$ cat config.mk
export PLATFORM = sky130hd
export DESIGN_NAME = acc_dump
export DESIGN_NICKNAME = d
export VERILOG_FILES = /design/src/rtl/acc_dump_pkg.sv /design/src/rtl/acc_dump_add.sv /design/src/rtl/acc_dump.sv
export SDC_FILE = /design/constraint.sdc
export NUM_CORES = 1
export LEC_CHECK = 0
export CAP_MARGIN = 15
export CORE_ASPECT_RATIO = 0.9
export CORE_MARGIN = 3
export CORE_UTILIZATION = 50
export CTS_BUF_LIST = sky130_fd_sc_hd__clkbuf_2
export DETAILED_ROUTE_END_ITERATION = 8
export GPL_ROUTABILITY_DRIVEN = 0
export HOLD_SLACK_MARGIN = 0.02
export PLACE_DENSITY = 0.72
export SLEW_MARGIN = 10
export SYNTH_ARGS = -nofsm -noshare
export SYNTH_HDL_FRONTEND = slang
export SYNTH_SLANG_ARGS = --single-unit
export TNS_END_PERCENT = 1
$ cat constraint.sdc
create_clock -name clk -period 7.1 [get_ports clk]
set_input_delay 1.42 -clock clk [delete_from_list [all_inputs] [get_ports clk]]
set_output_delay 1.42 -clock clk [all_outputs]
set_load 0.01 [all_outputs]
$ cat src/rtl/acc_dump_pkg.sv
// Shared types for the accumulate-and-dump stage.
package acc_dump_pkg;

    typedef enum logic {
        EMPTY = 1'b0,
        FULL  = 1'b1
    } out_state_e;

endpackage

$ cat src/rtl/acc_dump_add.sv
// Sample extension, accumulate add and wrap detection (purely combinational).
module acc_dump_add #(
    parameter int IN_WIDTH  = 8,
    parameter int ACC_WIDTH = 16
) (
    input  logic [ACC_WIDTH-1:0] acc,
    input  logic [IN_WIDTH-1:0]  din,
    input  logic                 tc_eff,
    input  logic                 first,
    output logic [ACC_WIDTH-1:0] sum,
    output logic                 wrap
);

    logic [ACC_WIDTH-1:0] ext;
    logic [ACC_WIDTH:0]   full_sum;

    always_comb begin
        ext      = tc_eff ? ACC_WIDTH'($signed(din)) : ACC_WIDTH'(din);
        full_sum = {1'b0, acc} + {1'b0, ext};
        sum      = full_sum[ACC_WIDTH-1:0];
        wrap     = 1'b0;
        if (first) begin
            sum = ext;
        end else if (tc_eff) begin
            // Signed overflow: like-signed operands producing a result of the other sign.
            wrap = (acc[ACC_WIDTH-1] == ext[ACC_WIDTH-1]) &&
                   (full_sum[ACC_WIDTH-1] != acc[ACC_WIDTH-1]);
        end else begin
            wrap = full_sum[ACC_WIDTH];
        end
    end

endmodule

$ cat src/rtl/acc_dump.sv
// Accumulate LEN samples and hand each sum to the saturator over valid/ready.
// Optional synchronous partial-dump clear is enabled by defining ACC_DUMP_CLR_EN.
module acc_dump
    import acc_dump_pkg::*;
#(
    parameter int IN_WIDTH  = 8,
    parameter int ACC_WIDTH = 16,
    parameter int LEN       = 4,
    parameter int CNT_WIDTH = 2
) (
    input  logic                 clk,
    input  logic                 rst_n,
    input  logic                 tc,
`ifdef ACC_DUMP_CLR_EN
    input  logic                 clr,
`endif
    input  logic                 in_valid,
    output logic                 in_ready,
    input  logic [IN_WIDTH-1:0]  din,
    output logic                 out_valid,
    input  logic                 out_ready,
    output logic [ACC_WIDTH-1:0] acc_out,
    output logic                 tc_out,
    output logic                 wrap_out
);

    localparam logic [CNT_WIDTH-1:0] CNT_LAST = CNT_WIDTH'(LEN - 1);

    out_state_e            state_q, state_d;
    logic [CNT_WIDTH-1:0]  cnt_q, cnt_d;
    logic [ACC_WIDTH-1:0]  acc_q, acc_d;
    logic                  tc_lat_q, tc_lat_d;
    logic                  wrap_acc_q, wrap_acc_d;
    logic [ACC_WIDTH-1:0]  acc_out_q, acc_out_d;
    logic                  tc_out_q, tc_out_d;
    logic                  wrap_out_q, wrap_out_d;

    logic                  clr_i;
    logic                  first;
    logic                  last;
    logic                  tc_eff;
    logic                  accept;
    logic                  dump;
    logic [ACC_WIDTH-1:0]  add_sum;
    logic                  add_wrap;

`ifdef ACC_DUMP_CLR_EN
    assign clr_i = clr;
`else
    assign clr_i = 1'b0;
`endif

    assign first     = (cnt_q == '0);
    assign last      = (cnt_q == CNT_LAST);
    assign tc_eff    = first ? tc : tc_lat_q;
    assign out_valid = (state_q == FULL);
    // Only the sample that would complete a dump waits on a stalled output.
    assign in_ready  = !(last && out_valid && !out_ready);
    assign accept    = in_valid && in_ready && !clr_i;
    assign dump      = accept && last;

    acc_dump_add #(
        .IN_WIDTH  (IN_WIDTH),
        .ACC_WIDTH (ACC_WIDTH)
    ) u_add (
        .acc    (acc_q),
        .din    (din),
        .tc_eff (tc_eff),
        .first  (first),
        .sum    (add_sum),
        .wrap   (add_wrap)
    );

    always_comb begin
        cnt_d      = cnt_q;
        acc_d      = acc_q;
        tc_lat_d   = tc_lat_q;
        wrap_acc_d = wrap_acc_q;
        acc_out_d  = acc_out_q;
        tc_out_d   = tc_out_q;
        wrap_out_d = wrap_out_q;
        state_d    = state_q;

        if (clr_i) begin
            cnt_d      = '0;
            wrap_acc_d = 1'b0;
        end else if (accept) begin
            acc_d = add_sum;
            if (first) begin
                tc_lat_d = tc;
            end
            if (last) begin
                cnt_d      = '0;
                wrap_acc_d = 1'b0;
                acc_out_d  = add_sum;
                tc_out_d   = tc_eff;
                wrap_out_d = wrap_acc_q | add_wrap;
            end else begin
                cnt_d      = cnt_q + CNT_WIDTH'(1);
                wrap_acc_d = wrap_acc_q | add_wrap;
            end
        end

        case (state_q)
            EMPTY:   if (dump) state_d = FULL;
            FULL:    if (!dump && out_ready) state_d = EMPTY;
            default: state_d = EMPTY;
        endcase
    end

    always_ff @(posedge clk or negedge rst_n) begin
        if (!rst_n) begin
            state_q    <= EMPTY;
            cnt_q      <= '0;
            acc_q      <= '0;
            tc_lat_q   <= 1'b0;
            wrap_acc_q <= 1'b0;
            acc_out_q  <= '0;
            tc_out_q   <= 1'b0;
            wrap_out_q <= 1'b0;
        end else begin
            state_q    <= state_d;
            cnt_q      <= cnt_d;
            acc_q      <= acc_d;
            tc_lat_q   <= tc_lat_d;
            wrap_acc_q <= wrap_acc_d;
            acc_out_q  <= acc_out_d;
            tc_out_q   <= tc_out_d;
            wrap_out_q <= wrap_out_d;
        end
    end

    assign acc_out  = acc_out_q;
    assign tc_out   = tc_out_q;
    assign wrap_out = wrap_out_q;

endmodule
==> reports/summary.txt, run 1 <==
outcome - complete, no violations
CP endpoint kind - output port
final wirelength - 5.733 mm
Switching Fraction - 45.76%
PortBufs - 32
CTS max path bufs - 2
clock transition at the registers of the reported paths - 170 ps
pin count of the biggest net entering global routing - 40
gr usage total - 21.68%
Final period util - 58.86%
post-route worst setup slack - 2921 ps
post-route minimum period - 4179 ps
die width - 80.37 um
Die H - 72.93 um
Leak - 1.229 nW
DIE AREA - 0.005861 sq mm
Nets - 337
Clk pwr share - 7.4%
Sequential Power Share - 33.9%
grt ovf - 0
Routed WL per cell - 15.25 um
sequential fraction of the synthesis area - 39.22%
mapped cell area - 0.002489 sq mm
vias in the first global route - 1962
antenna violations before repair - 0
post-DP HPWL - 4.180 mm
Crit path top cell by count - clkdlybuf4s50_1
Routed Antenna Nets - 0
CP startpoint kind - input pin
Crit-path slowest cell - clkdlybuf4s50_1
H-tree Lvls - 2
Core Box Area - 0.004633 sq mm
vias - 2139
vias per cell - 5.689
Initial DRC Count - 169
Sink Count - 39
CTS tree - yes
layout cells sized above 1 - 6.051%
Top FF cell, synth - dfrtp_1
switching power - 0.0005786 W
final hold vios - 0
Fill cells - 407
top cell type's share of synthesized area - 39.22%
Syn Area/Cell - 8.611 sq um
first-pass GRT wire length - 9.832 mm
fmax - 239.3 MHz
io pins - 33
top cells by area, synth - dfrtp_1, nand2_1, o21ai_0
Worst path top cell family by delay - buffers and inverters
final core occ - 61.52%
CTS Buf Count - 5
FP Rows - 23
Setup Viol. Count Final - 0
Seq cells post-synth - 39
Yosys Warn Count - 0
Skew-Pair Late Insertion Delay - 380 ps
drt pass-1 iters - 4
Area growth, synth to finish - 14.53%
combinational fraction of design power - 58.7%
n_diodes - 0
DRC viols - 0
Worst Path Buf+Inv - 2
Clock Skew - 18.44 ps
worst rel slew slack - 42.80%
pre-CTS setup slack - 2921 ps
Hold WS - 505.0 ps
Crit Path Class - in -> out
ys async rst share - 100.0%
pwr dens - 443.7 mW/mm^2
Critical Path AT - 2760 ps
Hold WC Path Type - reg -> reg
Initial Util - 53.71%
Post-synth EDFFs - 0
VDD IR-drop max - 0.2203 mV
CP Cell Sequence - clkdlybuf4s50_1 -> nand2b_1 -> or2_2 -> clkdlybuf4s50_1
Distinct cells, synth - 50
post-CTS repair timing setup buffer count - 0
post-synthesis instance total - 289
Worst EP required - 5680 ps
Root Buffer - clkbuf_2
dominant cell type by area after synthesis - dfrtp_1
RSZ-0062 raised after global routing - false
cts repair resizes - 0
worst slew pin tran - 858.0 ps
Cell Int Power - 0.0006860 W
crit-path max FO - 3
Post-CTS Hold Buffers - 0
Slew Limit Fails - 0
syn nets - 313
delay of the slowest critical-path stage - 480 ps
total of max-cap violations - 0
setup TNS - 0 ps
Tot Pwr - 0.001265 W
==> Yosys cell counts, types with 2 or more instances <==
master    instances
a211oi_1          2
a21o_1            2
a21oi_1          18
a31oi_1           6
and2_1            2
and3_1            6
buf_6             2
clkbuf_1         13
dfrtp_1          39
ha_1             10
inv_1             8
mux2i_1          10
nand2_1          41
nand3_1           8
nor2_1           29
nor2b_1           2
nor3_1            9
o21a_1            3
o21ai_0          30
o221a_2           2
o22a_1            5
o31ai_1           3
xnor2_1           9
xor2_1            4
==> cells by family (layout without fill, tap and decap cells) <==
| logic type | after synthesis | in the layout | synth area share [%] |
|---|---|---|---|
| adders and majority gates | 11 | 11 | 5.832 |
| and+or+nand+nor | 105 | 105 | 18.90 |
| buffers and inverters | 25 | 50 | 4.424 |
| DFF | 39 | 39 | 39.22 |
| muxes | 11 | 11 | 4.625 |
| xor gates and xnor gates | 13 | 13 | 4.575 |
| AOI/OAI and AO/OA | 85 | 85 | 22.42 |
==> power by group through the flow <==
stage | registers, W | logic [W] | clock network, W
3_5_place_dp | 0.000432 | 0.000735 | 0
2_1_floorplan | 0.000412 | 0.000522 | 0
4_1_cts | 0.000427 | 0.000740 | 0.0000997
6_report | 0.000429 | 0.000742 | 0.0000939
3_3_place_gp | 0.000426 | 0.000726 | 0
5_1_grt | 0.000445 | 0.000829 | 0.000111
==> tightest hold or removal path: cells and delay by family (launching register included) <==
kind            cells  cell delay, ps
compound gates      1              60
flops               1             380
simple gates        1              50
==> sequential cells by signal, summed over array words and instances, names as in the netlist <==
name / flops
tc_lat_q: 1
acc_out: 16
wrap_acc_q: 1
acc_q: 16
tc_out: 1
out_valid: 1
wrap_out: 1
cnt_q: 2
==> path summary, 6_finish.rpt <==
check	start	to	slack (ps)	cells past startpoint
setup / recovery	out_ready	in_ready	2920	4
hold / removal	acc_out[5]	acc_out[5]	500	2
setup reg to reg	cnt_q[0]	wrap_out	4280	10
hold reg to reg	acc_out[5]	acc_out[5]	500	2
max in group asynchronous	rst_n	acc_out[10]	5440	1
min in group asynchronous	rst_n	acc_out[13]	1120	1
==> cell usage in the layout (no fill, tap or decap), drive strengths merged, types with 2 or more instances in the layout <==
cell type      count
mux2i             10
clkinv             3
a31oi              6
dfrtp             39
buf                2
and2               3
nand2             42
o221a              2
o21a               3
a211oi             2
a21boi             2
clkbuf             6
o22a               5
and3               6
a31o               2
a21o               2
o21ai             32
nor2b              2
o31ai              3
xnor2              9
inv                8
nor2              29
nand3              8
clkdlybuf4s50     31
xor2               4
nor3               9
ha                10
a21oi             18
==> metal layers <==
layer / GRT usage [%] / vias to the layer above / wire [um] / share of wire, %
met5: 0 / - / 0 / 0
met4: 6.004 / 0 / 74 / 1.3
met3: 5.062 / 8 / 387 / 6.8
met2: 28.40 / 61 / 2324 / 41
met1: 35.11 / 999 / 2947 / 51
li1: - / 1071 / - / -
==> area by class of cell <==
cell class / count / area (sq um) / share of cell area [%]
inverters: 9 / 33.78 / 1.185
well taps: 62 / 77.57 / 2.722
repair buffers: 33 / 322.8 / 11.33
clock buffers: 6 / 30.03 / 1.054
multi-input cells: 225 / 1403 / 49.21
clock inverters: 2 / 7.507 / 0.2634
flip-flops and latches: 39 / 975.9 / 34.24
==> per-stage QoR <==
stage	instance area, sq um	cells
final	2850	376
after global routing	2850	376
after CTS	2850	376
after detailed placement	2813	368
after global placement	2813	368
after floorplan	2489	289
Note: power is estimated with default switching activity, not from simulation.
==> run 2, diff against run 1 <==
==> constraint.sdc (replaced) <==
create_clock -name clk -period 4 [get_ports clk]
set_input_delay 0.8 -clock clk [delete_from_list [all_inputs] [get_ports clk]]
set_output_delay 0.8 -clock clk [all_outputs]
set_load 0.01 [all_outputs]
==> run 2 against run 1 <==
  * Global-route usage grew 0.74 points
  * Clock-buffer cell count fell by 1
  * Total power grew 79%
  * Via count rose by 1.8%
  * Critical path type is now in -> reg
  * Die area did not move
  * Highest routed layer unchanged
  * Largest power group unchanged
  * Sequential power rose by 77%
  * Clock skew shrank 11 ps
  * Utilization is 0.49 points higher
  * First-iteration DRC count up 92%
==> reports/summary.txt, run 2 (synthesis results as in run 1) <==
Sequential Power Share - 33.4% (-0.5 points)
Root Buffer - clkbuf_2
CP startpoint kind - input pin
CTS tree - yes
met3 wire len - 459 um (+19%)
first-pass GRT wire length - 10.21 mm (+3.9%)
vias - 2177 (+1.8%)
post-DP HPWL - 4.317 mm (+3.3%)
DIE AREA - 0.005861 sq mm (unchanged)
H-tree Lvls - 2 (unchanged)
worst rel slew slack - 41.89% (-0.91 points)
r2r startpoint - cnt_q[0]
PortBufs - 32 (unchanged)
vias per cell - 5.759 (+1.2%)
Slew Limit Fails - 0 (unchanged)
post-CTS repair timing setup buffer count - 0 (unchanged)
io pins - 33 (unchanged)
fmax - 337.5 MHz
RSZ-0062 raised after global routing - false
cts repair resizes - 0 (unchanged)
Hold WC Path Type - in -> async
Sink Count - 39 (unchanged)
Leak - 1.238 nW (+0.71%)
gr usage total - 22.42% (+0.74 points)
Clk pwr share - 8.1% (+0.7 points)
CTS max path bufs - 2 (unchanged)
CP endpoint kind - flop
Nets - 339 (+0.59%)
outcome - complete, no violations
switching power - 0.001046 W (+81%)
Die H - 72.93 um (unchanged)
Routed Antenna Nets - 0 (unchanged)
VDD IR-drop max - 0.4062 mV (+84%)
M1 wire length - 3.006 mm (+2.0%)
setup TNS - 0 ps (unchanged)
WL met2 - 2.437 mm (+4.9%)
Area growth, synth to finish - 15.44%
combinational fraction of design power - 58.5% (-0.2 points)
Crit Path Class - in -> reg
antenna violations before repair - 0 (unchanged)
clock transition at the registers of the reported paths - 210 ps (+40 ps)
final wirelength - 5.963 mm (+4.0%)
CTS Buf Count - 5 (unchanged)
Core Box Area - 0.004633 sq mm (unchanged)
Critical Path Source - din[0]
Critical Path AT - 3290 ps (+530 ps)
n_diodes - 0 (unchanged)
Initial Util - 53.71% (unchanged)
Final period util - 74.08%
Cell Int Power - 0.001223 W (+78%)
most common cell after layout, fill and taps aside - nand2_1
crit-path max FO - 6 (+3)
pwr dens - 789.9 mW/mm^2 (+78%)
layout cells sized above 1 - 6.962% (+0.91 points)
vias in the first global route - 2058 (+4.9%)
Skew-Pair Late Insertion Delay - 410 ps (+30 ps)
FP Rows - 23 (unchanged)
Fill cells - 399 (-2.0%)
worst slew pin tran - 871.6 ps (+13.59 ps)
Highest Signal Layer - met4
Switching Fraction - 46.11% (+0.36 points)
post-route minimum period - 2963 ps
final hold vios - 0 (unchanged)
DRC viols - 0 (unchanged)
Post-CTS Hold Buffers - 0 (unchanged)
Clock Skew - 7.095 ps (-11.34 ps)
total of max-cap violations - 0 (unchanged)
drt pass-1 iters - 4 (unchanged)
die width - 80.37 um (unchanged)
Tot Pwr - 0.002269 W (+79%)
Worst EP required - 4320 ps (-1360 ps)
Initial DRC Count - 324 (+92%)
grt ovf - 0 (unchanged)
Routed WL per cell - 15.78 um (+3.5%)
Setup Viol. Count Final - 0 (unchanged)
commonest non-fill, non-tap cells in the layout - nand2_1, dfrtp_1, clkdlybuf4s50_1, o21ai_0, nor2_1
pin count of the biggest net entering global routing - 40 (unchanged)
[run 2: cell count changes in the layout (fill, tap and decap cells not counted), sizes merged]
cell / change
buf: +2
clkbuf: -1
clkinvlp: +1
[run 2: critical path: stages]
cell             delay [ps]
clkdlybuf4s50_1         420
ha_1                    230
inv_1                    80
fa_1                    180
nor2b_1                  70
o31a_1                  290
o21ai_2                 340
nand3b_1                160
a222oi_1                370
nor4_2                  100
a31o_1                  240
[run 2: metrics by stage]
step | area, sq um | setup slack [ps] | utilization (%) | cells | hold slack, ps
6_report | 2873 | 1037 | 62.00 | 378 | 465.8
5_1_grt | 2873 | 930.0 | 62.00 | 378 | 499.3
4_1_cts | 2873 | 1044 | 62.00 | 378 | 500.5
3_5_place_dp | 2828 | 654.1 | 61.03 | 370 | 470.6
3_3_place_gp | 2828 | 757.5 | 61.03 | 370 | 467.2
2_1_floorplan | 2489 | 1327 | - | 289 | 449.8
[run 2: worst paths after layout]
kind | end | slack, ps | depth (start not counted)
worst max-delay path | wrap_acc_q | 1040 | 11
worst min-delay path | acc_out[5] | 470 | 1
worst max register to register | wrap_acc_q | 1320 | 10
worst min register to register | acc_out[7] | 510 | 2
max in group asynchronous | acc_out[10] | 2990 | 1
min in group clk | acc_out[7] | 510 | 2
[run 2: cell type report]
class                           instances  area (sq um)  area share, %
Multi-Input combinational cell        225          1403          48.82
Tap cell                               62         77.57          2.700
Clock inverter                          3         20.02         0.6969
Clock buffer                            5         25.02         0.8711
Timing Repair Buffer                   35         337.8          11.76
Sequential cell                        39         975.9          33.97
Inverter                                9         33.78          1.176
[run 2: layer usage]
metal  up-vias  track usage, %
li1       1076               -
met1      1014           35.63
met2        80           30.51
met3         7           4.815
met4         0           6.004
met5         -               0
[run 2: power by group through the flow]
stage	clock network (W)	logic (W)	registers (W)
2_1_floorplan	0	0.000927	0.000731
3_3_place_gp	0	0.00130	0.000760
3_5_place_dp	0	0.00132	0.000761
4_1_cts	0.000189	0.00133	0.000753
5_1_grt	0.000204	0.00148	0.000784
6_report	0.000183	0.00133	0.000758
